$ cat config.mk
export PLATFORM = sky130hd
export DESIGN_NAME = chimp_control
export DESIGN_NICKNAME = d
export VERILOG_FILES = /design/src/rtl/chimp_pkg.sv /design/src/rtl/chimp_delay_timer.sv /design/src/rtl/chimp_control.sv
export SDC_FILE = /design/constraint.sdc
export NUM_CORES = 1
export LEC_CHECK = 0
export ABC_CLOCK_PERIOD_IN_PS = 3200
export CAP_MARGIN = 25
export CORE_MARGIN = 2
export CORE_UTILIZATION = 32
export CTS_CLUSTER_SIZE = 10
export DETAILED_ROUTE_END_ITERATION = 12
export GPL_ROUTABILITY_DRIVEN = 0
export MAX_ROUTING_LAYER = met4
export PLACE_DENSITY = 0.55
export SLEW_MARGIN = 40
export SYNTH_ARGS = -nofsm -noshare
export SYNTH_HDL_FRONTEND = slang
export SYNTH_SLANG_ARGS = --single-unit
$ cat constraint.sdc
create_clock -name clk -period 3.2 [get_ports clk]
set_input_delay 0.64 -clock clk [delete_from_list [all_inputs] [get_ports clk]]
set_output_delay 0.64 -clock clk [all_outputs]
set_load 0.005 [all_outputs]
$ cat src/rtl/chimp_pkg.sv
// rtl/chimp_pkg.sv - shared state encoding, field widths and game defaults for the chimp sequencer
package chimp_pkg;

  localparam int NUM_W           = 5;
  localparam int STRIKE_W        = 2;
  localparam int START_LEVEL_DEF = 4;
  localparam int MAX_LEVEL_DEF   = 31;
  localparam int MAX_STRIKES_DEF = 3;

  typedef enum logic [3:0] {
    S_IDLE,
    S_CLEAR,
    S_LOAD,
    S_LOAD_GAP,
    S_SHOW,
    S_PLAY,
    S_VERDICT,
    S_FEEDBACK,
    S_GAME_OVER
  } state_t;

endpackage

$ cat src/rtl/chimp_delay_timer.sv
// rtl/chimp_delay_timer.sv - loadable down-counter; done is high while the count rests at zero
module chimp_delay_timer #(
  parameter int CYCLES = 50_000_000
) (
  input  logic clk,
  input  logic rst_n,
  input  logic load,
  output logic done
);

  localparam int W = (CYCLES > 0) ? $clog2(CYCLES + 1) : 1;
  localparam logic [W-1:0] LOAD_VALUE = W'(CYCLES);

  logic [W-1:0] count;

  always_ff @(posedge clk or negedge rst_n) begin
    if (!rst_n) begin
      count <= '0;
    end else if (load) begin
      count <= LOAD_VALUE;
    end else if (count != '0) begin
      count <= count - W'(1);
    end
  end

  assign done = (count == '0);

endmodule

$ cat src/rtl/chimp_control.sv
// rtl/chimp_control.sv - round/level sequencer driving the chimp board datapath
module chimp_control
  import chimp_pkg::*;
#(
  parameter int FEEDBACK_CYCLES = 50_000_000,
  parameter int START_LEVEL     = START_LEVEL_DEF,
  parameter int MAX_LEVEL       = MAX_LEVEL_DEF,
  parameter int MAX_STRIKES     = MAX_STRIKES_DEF
) (
  input  logic                clk,
  input  logic                iResetn,
  input  logic                iAbort,
  input  logic                iStart,
  input  logic                iDoneLoad,
  input  logic                iClick,
  input  logic                iChoseCorrect,
  input  logic                iChoseWrong,
  output logic                oResetBoard,
  output logic                oLoadEnable,
  output logic [NUM_W-1:0]    oLoadNum,
  output logic                oShowEnable,
  output logic [NUM_W-1:0]    oChooseNum,
  output logic [NUM_W-1:0]    oLevel,
  output logic [STRIKE_W-1:0] oStrikes,
  output logic                oGameOver,
  output logic                oWin
);

  localparam logic [NUM_W-1:0]    LVL_START   = NUM_W'(START_LEVEL);
  localparam logic [NUM_W-1:0]    LVL_MAX     = NUM_W'(MAX_LEVEL);
  localparam logic [STRIKE_W-1:0] STRIKES_MAX = STRIKE_W'(MAX_STRIKES);

  state_t                state, state_next;
  logic [NUM_W-1:0]      level, level_next;
  logic [NUM_W-1:0]      load_num, load_num_next;
  logic [NUM_W-1:0]      choose_num, choose_num_next;
  logic [STRIKE_W-1:0]   strikes, strikes_next;
  logic                  win, win_next;
  logic                  show, show_next;
  logic                  game_over, game_over_next;
  logic                  timer_load, timer_done;

  chimp_delay_timer #(.CYCLES(FEEDBACK_CYCLES)) u_feedback_timer (
    .clk   (clk),
    .rst_n (iResetn),
    .load  (timer_load),
    .done  (timer_done)
  );

  always_ff @(posedge clk or negedge iResetn) begin
    if (!iResetn) begin
      state       <= S_IDLE;
      level       <= '0;
      load_num    <= '0;
      choose_num  <= '0;
      strikes     <= '0;
      win         <= 1'b0;
      show        <= 1'b0;
      game_over   <= 1'b0;
      oResetBoard <= 1'b0;
      oLoadEnable <= 1'b0;
    end else begin
      state       <= state_next;
      level       <= level_next;
      load_num    <= load_num_next;
      choose_num  <= choose_num_next;
      strikes     <= strikes_next;
      win         <= win_next;
      show        <= show_next;
      game_over   <= game_over_next;
      oResetBoard <= (state_next == S_CLEAR);
      oLoadEnable <= (state_next == S_LOAD);
    end
  end

  always_comb begin
    state_next      = state;
    level_next      = level;
    load_num_next   = load_num;
    choose_num_next = choose_num;
    strikes_next    = strikes;
    win_next        = win;
    show_next       = show;
    game_over_next  = game_over;
    timer_load      = 1'b0;

    case (state)
      S_IDLE, S_GAME_OVER: begin
        if (iStart) begin
          level_next     = LVL_START;
          strikes_next   = '0;
          win_next       = 1'b0;
          game_over_next = 1'b0;
          state_next     = S_CLEAR;
        end
      end
      S_CLEAR: state_next = S_LOAD;
      S_LOAD: begin
        if (iDoneLoad) begin
          if (load_num == level) begin
            show_next  = 1'b1;
            state_next = S_SHOW;
          end else begin
            load_num_next = load_num + NUM_W'(1);
            state_next    = S_LOAD_GAP;
          end
        end
      end
      S_LOAD_GAP: state_next = S_LOAD;
      S_SHOW: begin
        if (iClick) begin
          show_next  = 1'b0;
          state_next = S_VERDICT;
        end
      end
      S_PLAY: begin
        if (iClick) state_next = S_VERDICT;
      end
      S_VERDICT: begin
        // a simultaneous correct+wrong pulse is judged as wrong
        if (iChoseWrong) begin
          if (strikes != STRIKES_MAX) strikes_next = strikes + STRIKE_W'(1);
          show_next  = 1'b1;
          timer_load = 1'b1;
          state_next = S_FEEDBACK;
        end else if (iChoseCorrect) begin
          if (choose_num != level) begin
            choose_num_next = choose_num + NUM_W'(1);
            state_next      = S_PLAY;
          end else begin
            if (level < LVL_MAX) level_next = level + NUM_W'(1);
            else                 win_next   = 1'b1;
            timer_load = 1'b1;
            state_next = S_FEEDBACK;
          end
        end
      end
      S_FEEDBACK: begin
        if (timer_done) begin
          if (win || strikes == STRIKES_MAX) begin
            game_over_next = 1'b1;
            state_next     = S_GAME_OVER;
          end else begin
            state_next = S_CLEAR;
          end
        end
      end
      default: state_next = S_IDLE;
    endcase

    if (iAbort) begin
      state_next = S_IDLE;
      show_next  = 1'b0;
      timer_load = 1'b0;
    end

    // counters are primed on entry so they are already valid while the board clears
    if (state_next == S_CLEAR) begin
      load_num_next   = NUM_W'(1);
      choose_num_next = NUM_W'(1);
      show_next       = 1'b0;
    end
  end

  assign oLoadNum    = load_num;
  assign oShowEnable = show;
  assign oChooseNum  = choose_num;
  assign oLevel      = level;
  assign oStrikes    = strikes;
  assign oGameOver   = game_over;
  assign oWin        = win;

endmodule

==> results of run 1 <==
## worst max-delay path by stage
stage,to,slack [ns],depth (start not counted)
final,oChooseNum[3]$_DFFE_PN0P_,0.37,8
after global placement,oLoadNum[4]$_DFFE_PN0P_,0.42,8
after global routing,oChooseNum[4]$_DFFE_PN0P_,0.16,8
after detailed placement,oChooseNum[3]$_DFFE_PN0P_,0.36,8
after floorplan,oLoadNum[1]$_DFFE_PN0P_,0.61,10
after CTS,oChooseNum[2]$_DFFE_PN0P_,0.35,8
## layout make-up
| type | count | area [um^2] |
|---|---|---|
| fillers | 850 | 5270 |
| multi-input cells | 235 | 1510 |
| flip-flops and latches | 52 | 1300 |
| repair buffers | 38 | 353 |
| well taps | 108 | 135 |
| clock buffers | 7 | 96.3 |
| clock inverters | 1 | 30.0 |
| inverters | 7 | 26.3 |
## worst max-delay path: stages, from the launching register on
cell	delay (ns)
dfrtp_1	0.40
inv_1	0.12
ha_1	0.15
or4b_1	0.50
or4_4	0.45
or2_0	0.25
a211oi_2	0.25
and4bb_1	0.50
nor2_1	0.10
## Yosys cell counts, drive strengths merged (2+ instances only)
master / count
nand3b: 2
a21oi: 9
xor2: 16
nor3: 13
nor2: 40
dfrtp: 52
or3: 4
mux2i: 3
nand4: 9
ha: 6
nor3b: 4
a21boi: 2
nor2b: 2
clkbuf: 6
or4: 6
a211o: 2
nand3: 10
buf: 2
xnor2: 25
o31ai: 2
nand4b: 2
a211oi: 3
or2: 2
inv: 7
a311oi: 2
nand2b: 5
nor4: 8
and3: 3
nand2: 32
and2: 3
o21ai: 5
## stage by stage
step                 util  cell area, um^2  hold WS [ns]  total power, uW
finish              0.396             3450         0.258             1510
global route        0.396             3450         0.287             1600
CTS                 0.396             3450         0.273             1540
detailed placement  0.381             3320         0.512             1030
global placement    0.381             3320         0.515             1020
floorplan               -             2880         0.344              923
## routing by layer
layer	up-vias	part of all wire	GRT usage
li1	1139	-	-
met1	1089	0.53	0.220
met2	22	0.43	0.208
met3	6	0.018	0.0241
met4	0	0.014	0.0432
met5	-	0	-
## flip-flops by register name (all words and copies together) (netlist names)
name,count
oShowEnable,1
state,4
oGameOver,1
u_feedback_timer.count,26
oLoadEnable,1
oLevel,5
oStrikes,2
oWin,1
oResetBoard,1
oLoadNum,5
oChooseNum,5
## power breakdown
part | total, uW | switching [uW] | internal, uW
registers | 787 | 76.9 | 710
logic | 225 | 109 | 116
clock network | 503 | 227 | 276
## layout by cell type (no fill, tap or decap), drive strengths merged, types with 10 or more instances in the layout
| cell | n |
|---|---|
| buf | 10 |
| clkdlybuf4s50 | 28 |
| dfrtp | 52 |
| nand2 | 32 |
| nand3 | 10 |
| nor2 | 40 |
| nor3 | 13 |
| xnor2 | 25 |
| xor2 | 16 |
## kinds of logic (layout without fill, tap and decap cells)
group	after synthesis	in the layout
and+or+nand+nor	150	150
muxes	4	4
buffers and inverters	15	53
adders and majority gates	6	6
xor gates and xnor gates	41	41
AOI/OAI and AO/OA	34	34
DFF	52	52
==> results.md, run 1 <==
* RSZ-0062 raised after global routing: false
* Post-synthesis xor/xnor area fraction at 0.125
* Slew Viols, Final at 0
* Final WS setup at about 0.37 ns
* Minimum clock period at 2.83 ns
* Place WS at 0.355 ns
* Critical R2R Launch: u_feedback_timer.count[0]$_DFFE_PN0P_
* Die area at slightly below 10000 um^2
* Largest cells by area after synthesis: dfrtp_1 (45%), xnor2_1 (7.6%), nor2_1 (5.2%)
* Fin crit share at 0.886
* Clk_lat worst skew at between 0.3 and 0.4 ns
* Gate count after technology mapping at roughly 300
* Number of enable flip-flop cells after synthesis at 0
* Least-Margin Pin Slew at 0.558 ns
* Clock Skew at between 0.008 and 0.009 ns
* Tot GR Track Use at 0.148
* Fin cells at about 450
* Core area at just under 9000 um^2
* FP Rows at 34
* Slew HR at 0.628
* Vias at ~2.3k
* Largest net degree at the start of global routing at 34
* Maxcap violations at 0
* Ys flop type: dfrtp_1
* Post-synthesis compound-gate area fraction at 0.0856
* Sequential element share of the synthesized area at 0.452
* Vias per std cell at approximately 5
* First-pass GRT wire length at 11.5 mm
* Largest family of logic cells by synthesized area: simple AND/OR/NAND/NOR gates
* Startpoint types: flip-flop
* Cts bufs inserted at 5
* Status: complete, no violations
* Post-route ant nets at 0
* DR pass1 iterations at 4
* Clk slew on worst S/H paths at ~0.10 ns
* DP Wirelength at between 4 and 5 mm
* Max clock buf depth at 2
* Worst-path fanout max at 12
* Initial antenna violation count at 0
* Remaining DRCs at 0
* Area leader, netlist: dfrtp_1
* Wirelength per Cell at around 15 um
* Hold-fix buffers, CTS at 0
* Min-delay worst type: in -> async
* Critical Path Start: u_feedback_timer.count[0]$_DFFE_PN0P_
* Synth Area in Simple Gates at 0.273
* Ant diodes at 0
* Ratio of cells with drive above 1 in the final layout at 0.0794
* Nets at 353
* Synthesized flop and latch total at between 50 and 60
* Synthesized area per cell at around 9.5 um^2
* Worst reg2reg endpoint: oChooseNum[3]$_DFFE_PN0P_
* Sink Count at 52
* Multiplexer share of the synthesized area at 0.0143
* Crit. End Element: flip-flop
* Syn-to-layout area delta at 19.8%
* Peak supply drop at 0.000202 V
* Dpl cells at between 400 and 500
* Reg2reg path depth at 8
* Cell area power density at between 400 and 500 nW/um^2
* Leak at 0.00126 uW
* Max frequency at about 350 MHz
* # IOs at 30
* Post_cts resized at 0
* WS Path Type: reg -> reg
* Number of distinct library cells after synthesis at 51
* FF-to-FF setup slack at roughly 0.37 ns
* DRT Wirelength at between 6 and 7 mm
* Depth of the CTS H-tree at 2
* Final Hold Vio Count at 0
* Netlist Area Pre-Place at about 2900 um^2
* CTS Root Cell: clkbuf_8
* Vias in the first global route at 2225
* Mapped Nets at 316
* Async SR Flop Fraction at 1.00
* Die W at slightly below 100 um
* Setup tns final at 0 ns
* Number of I/O port buffers at 29
* Starting DRT DRC Count at approximately 180
* Ys Warns at 0
* Overflow after GRT at 0
* Die height at around 99 um
* Top cell type's share of synthesized area at 0.452
* Final-report setup violation count at 0
* CTS tree: built
* Post-CTS Setup Bufs at 0
* Initial Util at 0.330
* Arrival time worst endpoint at between 3 and 4 ns
* Post-Synth Adder-Cell Area at 0.0261
* Critical Path RT at 3.39 ns
Power figures use the tool's default switching activity.
==> inputs of run 2 (changes only) <==
--- a/config.mk
+++ b/config.mk
@@ -7,7 +7,6 @@
 export LEC_CHECK = 0
 export ABC_CLOCK_PERIOD_IN_PS = 3200
 export CAP_MARGIN = 25
-export CORE_MARGIN = 2
 export CORE_UTILIZATION = 32
 export CTS_CLUSTER_SIZE = 10
 export DETAILED_ROUTE_END_ITERATION = 12
==> run 2 against run 1 <==
  * Combinational power is essentially flat
  * Sequential power about the same
  * Count of clock-buffer cells in the layout shrank 1
  * Clock power down 8.7%
  * Die area is 4.0% lower
  * Largest cell class unchanged
  * Wire length shrank 0.60%
  * Fmax is 1.5% lower
==> results.md, run 2 (same netlist as run 1, synthesis figures left out) <==
* Status: complete, no violations
* Die height at 96.9 um (-2.0%)
* Post-CTS Setup Bufs at 0 (unchanged)
* Reg2reg path depth at 8 (unchanged)
* Worst hold margin at 0.237 ns (-0.0209 ns)
* Gr busiest metal: met1
* CTS tree: built
* Leak at 0.00125 uW (-0.79%)
* Fillers at 863 (+1.5%)
* Final Hold Vio Count at 0 (unchanged)
* Clk slew on worst S/H paths at 0.10 ns (about the same)
* Number of I/O port buffers at 29 (unchanged)
* Post-route core utilization at 0.393 (-0.00215)
* Initial antenna violation count at 0 (unchanged)
* DRT Wirelength at 6.61 mm (-0.60%)
* Max clock buf depth at 2 (unchanged)
* WS Path Type: reg -> reg
* Starting DRT DRC Count at 137 (-24%)
* Cts bufs inserted at 5 (unchanged)
* Setup tns final at 0 ns (unchanged)
* Clk_lat worst skew at 0.31 ns (about the same)
* Maxcap violations at 0 (unchanged)
* Overflow after GRT at 0 (unchanged)
* Depth of the CTS H-tree at 2 (unchanged)
* Min-delay worst type: in -> async
* Ant diodes at 0 (unchanged)
* Final-report setup violation count at 0 (unchanged)
* Max reg flops at 26 (unchanged)
* Syn-to-layout area delta at 19.1%
* Wirelength per Cell at 14.7 um (-0.60%)
* Slew Viols, Final at 0 (unchanged)
* Post-route ant nets at 0 (unchanged)
* CP endpoint: oChooseNum[3]$_DFFE_PN0P_
* Tot GR Track Use at 0.153 (+0.00483)
* Critical Path Start: u_feedback_timer.count[0]$_DFFE_PN0P_
* DP Wirelength at 4.85 mm (-1.7%)
* Die W at 96.9 um (-2.0%)
* Most frequent cells in the layout: dfrtp_1 (52), nor2_1 (40), nand2_1 (32), clkdlybuf4s50_1 (28), xnor2_1 (25)
* Peak supply drop at 0.000190 V (-5.6%)
* CTS Root Cell: clkbuf_8
* Routing usage on met1 at 0.224 (+0.00403)
* DR pass1 iterations at 4 (unchanged)
* Vias at 2266 (+0.44%)
* Cell area power density at 429 nW/um^2 (-2.2%)
* FP Rows at 34 (unchanged)
* Clock Skew at 0.00617 ns (-0.00261 ns)
* Most common cell after layout, fill and taps aside: dfrtp_1
* Fin cells at 448 (unchanged)
* Largest net degree at the start of global routing at 21 (-38%)
* Reg with most FFs: u_feedback_timer.count
* Place WS at 0.320 ns (-0.0352 ns)
* Max frequency at 348 MHz (-1.5%)
* Final WS setup at 0.323 ns (-0.0436 ns)
* Worst-path fanout max at 12 (unchanged)
* Arrival time worst endpoint at 3.06 ns (+0.03 ns)
* Crit. End Element: flip-flop
* FF-to-FF setup slack at 0.32 ns (-0.04 ns)
* Least-Margin Pin Slew at 0.578 ns (+0.0200 ns)
* Fin crit share at 0.899 (+0.0136)
* M3 GR Usage at 0.0246 (+0.000453)
* Minimum clock period at 2.88 ns (+0.0436 ns)
* Slew HR at 0.615 (-0.0133)
* RSZ-0062 raised after global routing: false
* Nets at 353 (unchanged)
* Ratio of cells with drive above 1 in the final layout at 0.0765 (-0.00294)
* Remaining DRCs at 0 (unchanged)
* Hold-fix buffers, CTS at 0 (unchanged)
* First-pass GRT wire length at 11.4 mm (-0.60%)
* Worst reg2reg endpoint: oChooseNum[3]$_DFFE_PN0P_
* Initial Util at 0.330 (unchanged)
* Core area at 8720 um^2 (unchanged)
* Vias in the first global route at 2243 (+0.81%)
* Vias per std cell at 5.06 (+0.44%)
* Die area at 9380 um^2 (-4.0%)
* # IOs at 30 (unchanged)
* Grt met2 use at 0.221 (+0.0131)
* Sink Count at 52 (unchanged)
* Dpl cells at 440 (unchanged)
* Critical R2R Launch: u_feedback_timer.count[0]$_DFFE_PN0P_
* Startpoint types: flip-flop
* Post_cts resized at 0 (unchanged)
* Critical Path RT at 3.38 ns (about the same)
## run 2: changes by cell type in the layout (fill, tap and decap cells not counted), sizes merged
cell	previous run	this run
clkbuf	7	6
clkinv	0	1
## run 2: worst min-delay path by stage
stage | start | to | slack [ns] | cells after the start
2_1_floorplan | iResetn | oChooseNum[0]$_DFFE_PN0P_ | 0.34 | 0
3_3_place_gp | oGameOver$_DFFE_PN0P_ | oGameOver$_DFFE_PN0P_ | 0.52 | 2
3_5_place_dp | u_feedback_timer.count[25]$_DFFE_PN0P_ | u_feedback_timer.count[25]$_DFFE_PN0P_ | 0.51 | 2
4_1_cts | iResetn | oResetBoard$_DFF_PN0_ | 0.25 | 1
5_1_grt | iResetn | oLoadNum[4]$_DFFE_PN0P_ | 0.27 | 1
6_report | iResetn | oResetBoard$_DFF_PN0_ | 0.24 | 1
## run 2: final cells by class
cell class              count  area [um^2]  share of cell area
multi-input cells         235         1510               0.439
flip-flops and latches     52         1300               0.379
repair buffers             38          353               0.103
well taps                 108          135              0.0394
clock buffers               6         72.6              0.0212
clock inverters             2         35.0              0.0102
inverters                   7         26.3             0.00766
## run 2: metal layers
layer,vias up,share of wire
li1,1134,-
met1,1098,0.54
met2,26,0.43
met3,8,0.022
met4,0,0.0071
met5,-,0
## run 2: worst max-delay path, cell delays in order (launching register included)
cell and delay, ns:
dfrtp_1 0.40, inv_1 0.12, ha_1 0.16, or4b_1 0.50
or4_4 0.45, or2_0 0.25, a211oi_2 0.25, and4bb_1 0.51
nor2_1 0.10
## run 2: power by group
part | total, uW | switching, uW | internal [uW]
clock | 459 | 226 | 233
combinational | 226 | 110 | 117
sequential | 788 | 78.0 | 710
total | 1470 | 414 | 1060
## run 2: per-stage QoR
| stage | total power (uW) | cell area, um^2 |
|---|---|---|
| floorplan | 923 | 2880 |
| global placement | 1020 | 3320 |
| detailed placement | 1030 | 3320 |
| CTS | 1480 | 3430 |
| global route | 1550 | 3430 |
| finish | 1470 | 3430 |
==> patch, RTL diff (config.mk and constraints of run 2) <==
`STRIKE_W`: 2 -> 3.
--- a/src/rtl/chimp_pkg.sv
+++ b/src/rtl/chimp_pkg.sv
@@ -3,5 +3,5 @@
 
   localparam int NUM_W           = 5;
-  localparam int STRIKE_W        = 2;
+  localparam int STRIKE_W        = 3;
   localparam int START_LEVEL_DEF = 4;
   localparam int MAX_LEVEL_DEF   = 31;
Ports: changed (resized oStrikes); port bits go from 30 to 31. No check against the original RTL was run, so the function may have changed too.
==> patch against run 2 <==
- power is 8.9% higher
- critical endpoint is now oLevel[3]
- worst setup slack better by 430 ps
- sequential share of layout area is 2.3 points lower
- critical path depth is 3 lower
- routed wire length is 21% higher
- sequential cell count is 1 higher
- design area is 8.4% higher
- count of clock-buffer cells in the layout is 1 lower
- global-route usage is 1.5 points higher
- sequential power is 5.1% higher
- synthesized area is 9.5% higher
- worst hold slack better by 18 ps
- maximum frequency is 17% higher
==> patch: results (changes against run 2) <==
| Metric | Value |
|---|---|
| Final #Nets | `379 (+7.4%)` |
| Clk_skew | `10.0 ps (+3.84 ps)` |
| Largest stage delay, worst path | `700 ps (+190 ps)` |
| Pin count of the biggest net entering global routing | `23 (+9.5%)` |
| Worst VDD drop | `0.000180 V (-5.4%)` |
| Status | `completed` |
| Global-route wire length before repair | `13200 µm (+15%)` |
| Final std cells w/o fill | `494 (+10%)` |
| Net Count, Synth | `350 (+11%)` |
| Hold Crit Class | `in2async` |
| Post-synthesis sequential area ratio | `42.0% (-3.1 points)` |
| Avg WL per Cell | `16.1 µm (+9.3%)` |
| Layout cells sized above 1 | `7.95% (+0.30 points)` |
| Slowest CP cell | `nor3_1` |
| 1st-iter DRT viols | `110 (-20%)` |
| Pleak | `1.38 nW (+10%)` |
| GR Util met1 | `21.9% (-0.51 points)` |
| Avg Cell Area, Syn | `9.42 µm² (-1.3%)` |
| # fillers | `946 (+9.6%)` |
| Netlist cell types | `59 (+16%)` |
| Total track usage | `16.9% (+1.5 points)` |
| Crit-path max FO | `8 (-4)` |
| Synth area leaders | `dfrtp_1, nor2_1, xnor2_1` |
| Via count | `2745 (+21%)` |
| Crit path arrival time | `2690 ps (-370 ps)` |
| Post-DP HPWL | `5780 µm (+19%)` |
| Gate Count Post-Synth | `335 (+11%)` |
| Met3 Use GR | `2.28% (-0.18 points)` |
| Post-DP Area | `3600 µm² (+8.5%)` |
## patch: metrics by stage
step                      util [%]  hold slack [ps]  power (mW)  setup slack [ps]
final                         39.5              256        1.60               748
after global routing          39.5              282        1.69               488
after CTS                     39.5              265        1.61               760
after detailed placement      38.3              479        1.14               501
after global placement        38.3              468        1.13               503
after floorplan                  -              344        1.01              1020
## patch: final timing paths
check,startpoint,endpoint,slack (ps)
min in group clk,oGameOver,oGameOver,500
setup / recovery,oLevel[1],oLevel[3],750
hold / removal,iResetn,u_feedback_timer.count[25],260
hold reg to reg,oGameOver,oGameOver,500
max in group asynchronous,iResetn,oLevel[0],2280
setup reg to reg,oLevel[1],oLevel[3],750
## patch: cells by family (layout without fill, tap and decap cells)
kind of cell	after synthesis	in the layout	share of synthesized area (%)
multiplexers	3	3	0.992
AND/OR/NAND/NOR	140	140	25.6
adder cells (fa/ha/maj)	7	7	2.78
flip-flops	53	53	42.0
XOR/XNOR	22	22	6.11
AO/OA/AOI/OAI	88	88	19.8
buffers and inverters	22	52	2.70
## patch: report_power, final
group | total [mW] | leakage [nW] | internal (mW) | switching (mW)
logic | 0.300 | 0.704 | 0.148 | 0.152
clock network | 0.477 | 0.0543 | 0.235 | 0.242
registers | 0.828 | 0.620 | 0.733 | 0.0941
## patch: final cells by class
| cell class | count | area share, % |
|---|---|---|
| Clock inverter | 3 | 1.24 |
| Timing Repair Buffer | 37 | 9.35 |
| Clock buffer | 5 | 1.85 |
| Tap cell | 129 | 4.34 |
| Multi-Input combinational cell | 260 | 46.9 |
| Sequential cell | 53 | 35.7 |
| Inverter | 7 | 0.706 |
## patch: layer usage
metal | wire (µm) | up-vias
met5 | 0 | -
met4 | 157 | 0
met3 | 269 | 13
met2 | 3740 | 66
met1 | 3790 | 1349
li1 | - | 1317
## patch: worst reg2reg max path: cells and delay by family (launching register included)
family / cells / cell delay (ps)
AND/OR/NAND/NOR: 2 / 1230
flip-flops: 1 / 520
AO/OA/AOI/OAI: 2 / 440
XOR/XNOR: 1 / 200
